**src/rtl/mips_pkg.sv**
```systemverilog
// Shared definitions for the fetch sequencer: FSM state type, reset and
// exception addresses, and mult/div latencies.
package mips_pkg;

  // Fetch controller FSM: normal flow, or the one cycle after a trap redirect.
  typedef enum logic {
    FC_RUN       = 1'b0,
    FC_EXC_FLUSH = 1'b1
  } fc_state_t;

  // PC after reset. The PC register owns the reset value; it is kept here so
  // both sides read the same constant.
  localparam logic [31:0] INIT_ADDR   = 32'h0000_3000;
  localparam logic [31:0] EXC_VECTOR  = 32'h0000_4180;

  // Mult/div latencies in busy cycles, and a counter wide enough for both.
  localparam int          MULT_CYCLES = 5;
  localparam int          DIV_CYCLES  = 32;
  localparam int          CNT_W       = 6;

  // Force a redirect target onto a word boundary.
  function automatic logic [31:0] word_align(input logic [31:0] addr);
    return {addr[31:2], 2'b00};
  endfunction

endpackage

```
**src/rtl/md_busy_counter.sv**
```systemverilog
// Mult/div busy counter. A start seen while idle loads the operation latency;
// the count then runs down by one per cycle. md_busy is a flop that is high
// for exactly N cycles after the sampling edge. A clear (exception) empties
// the counter at the next edge and wins over a simultaneous start.
import mips_pkg::*;

module md_busy_counter #(
  parameter int MULT_N = MULT_CYCLES,
  parameter int DIV_N  = DIV_CYCLES,
  parameter int W      = CNT_W
) (
  input  logic clock,
  input  logic reset,
  input  logic clear,
  input  logic md_start,
  input  logic md_is_div,
  output logic md_busy
);

  logic [W-1:0] cnt_reg;
  logic [W-1:0] cnt_next;
  logic         busy_reg;

  // Next count: clear beats load; load only when idle; otherwise run down.
  always_comb begin
    cnt_next = cnt_reg;
    if (clear) begin
      cnt_next = '0;
    end else if (cnt_reg == '0) begin
      if (md_start) begin
        cnt_next = md_is_div ? W'(DIV_N) : W'(MULT_N);
      end
    end else begin
      cnt_next = cnt_reg - W'(1);
    end
  end

  // Counter and busy flag registers, cleared asynchronously by reset.
  always_ff @(posedge clock or posedge reset) begin
    if (reset) begin
      cnt_reg  <= '0;
      busy_reg <= 1'b0;
    end else begin
      cnt_reg  <= cnt_next;
      busy_reg <= (cnt_next != '0);
    end
  end

  assign md_busy = busy_reg;

endmodule

```
**src/rtl/fetch_ctrl.sv**
```systemverilog
// Fetch controller: computes next-PC and the PC hold strobe each cycle,
// arbitrating exception, eret, load-use / HI-LO stalls and branch redirects.
// Build option: define DELAY_SLOT_EN to let the branch delay-slot instruction
// proceed (no IF/ID flush on a taken branch). Default build flushes it.
import mips_pkg::*;

module fetch_ctrl #(
  parameter logic [31:0] EXC_VEC  = EXC_VECTOR,
  parameter int          MULT_N   = MULT_CYCLES,
  parameter int          DIV_N    = DIV_CYCLES,
  parameter int          CNT_BITS = CNT_W
) (
  input  logic        clock,
  input  logic        reset,
  input  logic [31:0] pc_in,
  input  logic        load_use_hz,
  input  logic        md_start,
  input  logic        md_is_div,
  input  logic        md_use,
  input  logic        br_taken,
  input  logic [31:0] br_target,
  input  logic        exc_req,
  input  logic        exc_ret,
  input  logic [31:0] epc,
  output logic [31:0] npc_out,
  output logic        pc_stall,
  output logic        if_id_flush,
  output logic        id_ex_bubble,
  output logic        md_busy,
  output logic        exc_ack
);

`ifdef DELAY_SLOT_EN
  localparam logic BR_FLUSH = 1'b0;
`else
  localparam logic BR_FLUSH = 1'b1;
`endif

  fc_state_t state_reg;
  fc_state_t state_next;
  logic      exc_take;
  logic      stall_cond;

  assign stall_cond = load_use_hz | (md_use & md_busy);

  md_busy_counter #(
    .MULT_N (MULT_N),
    .DIV_N  (DIV_N),
    .W      (CNT_BITS)
  ) u_md_busy_counter (
    .clock     (clock),
    .reset     (reset),
    .clear     (exc_take),
    .md_start  (md_start),
    .md_is_div (md_is_div),
    .md_busy   (md_busy)
  );

  // State register; reset drops straight back to RUN, discarding any flush.
  always_ff @(posedge clock or posedge reset) begin
    if (reset) begin
      state_reg <= FC_RUN;
    end else begin
      state_reg <= state_next;
    end
  end

  // Next state and the prioritised redirect/stall mux. While reset is held
  // every strobe is forced low and the PC simply advances.
  always_comb begin
    state_next   = state_reg;
    npc_out      = pc_in + 32'd4;
    pc_stall     = 1'b0;
    if_id_flush  = 1'b0;
    id_ex_bubble = 1'b0;
    exc_ack      = 1'b0;
    exc_take     = 1'b0;
    if (!reset) begin
      if (exc_req && (state_reg == FC_RUN)) begin
        // Trap: redirect, squash IF/ID and ID/EX, kill any mult/div in flight.
        exc_take     = 1'b1;
        state_next   = FC_EXC_FLUSH;
        npc_out      = EXC_VEC;
        if_id_flush  = 1'b1;
        id_ex_bubble = 1'b1;
        exc_ack      = 1'b1;
      end else begin
        // The flush cycle lasts exactly one cycle; exc_req is ignored in it.
        if (state_reg == FC_EXC_FLUSH) begin
          state_next = FC_RUN;
        end
        if (exc_ret) begin
          npc_out     = word_align(epc);
          if_id_flush = 1'b1;
        end else if (stall_cond) begin
          // Hold the PC; a coincident branch is re-resolved next cycle.
          pc_stall     = 1'b1;
          id_ex_bubble = 1'b1;
        end else if (br_taken) begin
          npc_out     = word_align(br_target);
          if_id_flush = BR_FLUSH;
        end
      end
    end
  end

endmodule

```
**config.mk**
```make
export PLATFORM = sky130hd
export DESIGN_NAME = fetch_ctrl
export DESIGN_NICKNAME = d
export VERILOG_FILES = /design/src/rtl/mips_pkg.sv /design/src/rtl/md_busy_counter.sv /design/src/rtl/fetch_ctrl.sv
export SDC_FILE = /design/constraint.sdc
export NUM_CORES = 1
export LEC_CHECK = 0
export ABC_AREA = 1
export BUFFER_PORTS_ARGS = -buffer_cell sky130_fd_sc_hd__clkbuf_2
export CAP_MARGIN = 20
export CORE_MARGIN = 4
export CORE_UTILIZATION = 49
export CTS_CLUSTER_DIAMETER = 60
export DETAILED_ROUTE_END_ITERATION = 12
export GPL_TIMING_DRIVEN = 0
export PLACE_DENSITY = 0.89
export SLEW_MARGIN = 20
export SYNTH_ARGS = -nofsm -noshare
export SYNTH_HDL_FRONTEND = slang
export SYNTH_SLANG_ARGS = --single-unit
```
**constraint.sdc**
```tcl
create_clock -name clock -period 4.3 [get_ports clock]
set_clock_uncertainty 0.15 [all_clocks]
set_input_delay 0.645 -clock clock [delete_from_list [all_inputs] [get_ports clock]]
set_output_delay 0.645 -clock clock [all_outputs]
set_load 0.01 [all_outputs]
```
==> results.py <==
metrics = {
    "floorplanning": {
        "dieArea_sq_mm": 0.00609,
        "initial_utilization_pct": 50.9,
        "io-pin-count": 142,
        "die_y_um": 78.0,
        "core_sq_mm": 0.00472,
        "fp.dieW_um": 78.0,
        "rows": 25,
    },
    "cells_and_area": {
        "syn2layout_area_growth_pct": 33.5,
        "diodes": 0,
        "largest_reg_flops": 6,
        "nets": 745,
        "drive_above_1_share_pct": 26.8,
    },
    "drt": {
        "antenna_left": 0,
        "via_per_inst": 5.14,
        "wl_um": 8950,
        "drt_pass1_iterations": 5,
        "drt-wirelength-per-cell_um": 12.7,
        "drc": 0,
        "vias": 3605,
        "drt_iter0_markers": 214,
    },
    "yosys": {
        "synth-edff-count": 0,
        "synth_top_area_share_pct": 32.5,
        "netlist_top_cells_area": "nand2_1 (32%), nor2_1 (11%), inv_1 (9.2%), dfrtp_1 (8.3%), nand3_1 (6.7%)",
        "synth_area_leader_cell": "nand2_1",
        "ys_warn_count": 0,
        "synthDistinctLibCells": 33,
        "syn_area_per_cell_sq_um": 4.85,
        "ys_seq_area_share_pct": 8.33,
        "ys_ff_latch": 8,
        "async_reset_ff_share_pct": 100,
        "synthFlopType": "dfrtp_1",
        "syn_inst": 496,
        "synth_nets": 604,
        "syn_area_sq_mm": 0.00240,
        "synth_most_common_cell": "nand2_1",
        "synth_commonest_cells": "nand2_1 (208), nor2_1 (69), inv_1 (59)",
    },
    "cts": {
        "cts_buffer_depth": 2,
        "ctsHoldBuffers": 0,
        "cts_tree": "yes",
        "cts_setup_buffers": 0,
        "clkTransAtPathRegs_ps": 40,
        "clock-sinks": 8,
        "cts_htree_levels": 1,
        "clkLatencyLatePin_ps": 230,
        "cts_root_buf": "clkbuf_8",
        "cts_buffers": 3,
        "cts_resized": 0,
    },
    "placed_design": {
        "port_buffers": 136,
        "hpwl_um": 7400,
        "gp_congestion": 0.935,
    },
    "global_routing": {
        "grt_pass1_wl_um": 14200,
        "grt_max_degree": 16,
        "grt_pass1_vias": 3291,
        "gr-total-overflow": 0,
        "antenna_found_initial": 0,
        "grt_usage_pct": 28.2,
    },
    "power_and_ir_drop": {
        "total_power_mw": 0.698,
        "powerDensity_mw_per_mm2": 218,
        "p_leak_nw": 1.94,
        "vdd_drop_max_v": 0.000357,
    },
    "timing": {
        "rsz0062_at_grt": "no",
        "hold_viol": 0,
        "period_share_pct": 67.9,
        "whs_ps": 341,
        "finalSetupViolCount": 0,
        "clock.fmax_ghz": 0.342,
        "tns_ps": 0,
        "tightest_slew_ps": 636,
        "drv_slew": 0,
        "max_slew_margin_pct": 57.6,
        "period_needed_ps": 2920,
    },
    "worst_hold_path": {
        "hp-class": "input pin to asynchronous set/reset pin",
    },
    "critical_path": {
        "start_kind": "input pin",
        "path_max_fanout": 8,
        "cp_slowest_cell": "nor2_1",
        "crit_chain": "clkbuf_2 > nand2_1 > inv_1 > nor2_1 > inv_1 > nor2_1 > o21ai_1 > o21ai_0 > clkbuf_2",
        "critical_path_arrival_ps": 2130,
        "required_ps": 3500,
        "max_stage_delay_ps": 430,
        "critPathKind": "input pin to output port",
        "reg2reg_depth": 9,
        "endpoint_kind": "output port",
    },
    "run_status": {
        "status": "finished clean",
    },
    "job": {
        "drv_cap": 0,
    },
}
==> stage by stage <==
stage,setup WS (ps),util (%),instance area [sq um],cells
5_1_grt,1220,67.9,3210,702
4_1_cts,1420,67.9,3210,702
6_report,1380,67.9,3210,702
2_1_floorplan,1850,-,2400,496
3_5_place_dp,1420,67.1,3170,699
3_3_place_gp,1450,67.1,3170,699
==> path summary, 6_finish.rpt <==
check                      startpoint                      endpoint  slack [ps]
max                           exc_req                   npc_out[17]        1380
min reg2reg                 state_reg                     state_reg         410
max reg2reg                 state_reg     u_md_busy_counter.md_busy        2350
min in group clock          state_reg                     state_reg         410
min                             reset  u_md_busy_counter.cnt_reg[5]         340
max in group asynchronous       reset  u_md_busy_counter.cnt_reg[1]        3320
==> routing by layer <==
metal | GRT usage [%] | part of all wire (%)
met1 | 34.7 | 41
met2 | 49.2 | 46
met3 | 3.90 | 9.3
met4 | 11.4 | 2.8
met5 | 0 | 0
==> final cells by class <==
class	count	area (sq um)
Buffer	14	77.6
Inverter	61	229
Multi-Input combinational cell	413	1900
Clock buffer	3	41.3
Timing Repair Buffer	136	681
Fill cell	463	1510
Tap cell	67	83.8
Sequential cell	8	200
==> worst max-delay path: cells and delay by family <==
family	cells	cell delay, ps
AO/OA/AOI/OAI	2	150
buffers and inverters	4	520
AND/OR/NAND/NOR	3	810
==> layout by cell type, fill, tap and decap left out, types with 3 or more instances in the layout <==
cell      count
o22ai_1       5
nor2_4        3
o21ai_0      28
inv_1        59
nand2_1     208
xnor2_1       6
clkbuf_2    136
ha_1          3
o21ai_1       3
a31oi_1       4
buf_4         4
dfrtp_1       8
clkbuf_8      3
xor2_1        9
a21oi_1      12
nor2_1       69
nor2_2       11
nand2_2       5
nand3_1      32
clkbuf_1      5
==> where the power goes <==
group	total [mW]	switching [mW]	leakage [nW]	internal [mW]
logic	0.471	0.294	1.82	0.177
registers	0.137	0.0283	0.0959	0.109
clock network	0.0904	0.0297	0.0216	0.0606
total	0.698	0.352	1.94	0.347
==> logic make-up (layout without fill, tap and decap cells) <==
kind of cell / count (synthesis) / count (layout) / share of synthesized area, %
AO/OA/AOI/OAI: 56 / 56 / 12.8
XOR/XNOR: 15 / 15 / 5.47
adder cells (fa/ha/maj): 3 / 3 / 1.56
buffers and inverters: 75 / 214 / 12.8
flip-flops: 8 / 8 / 8.33
multiplexers: 1 / 1 / 0.416
AND/OR/NAND/NOR: 338 / 338 / 58.7
Power figures use the tool's default switching activity.
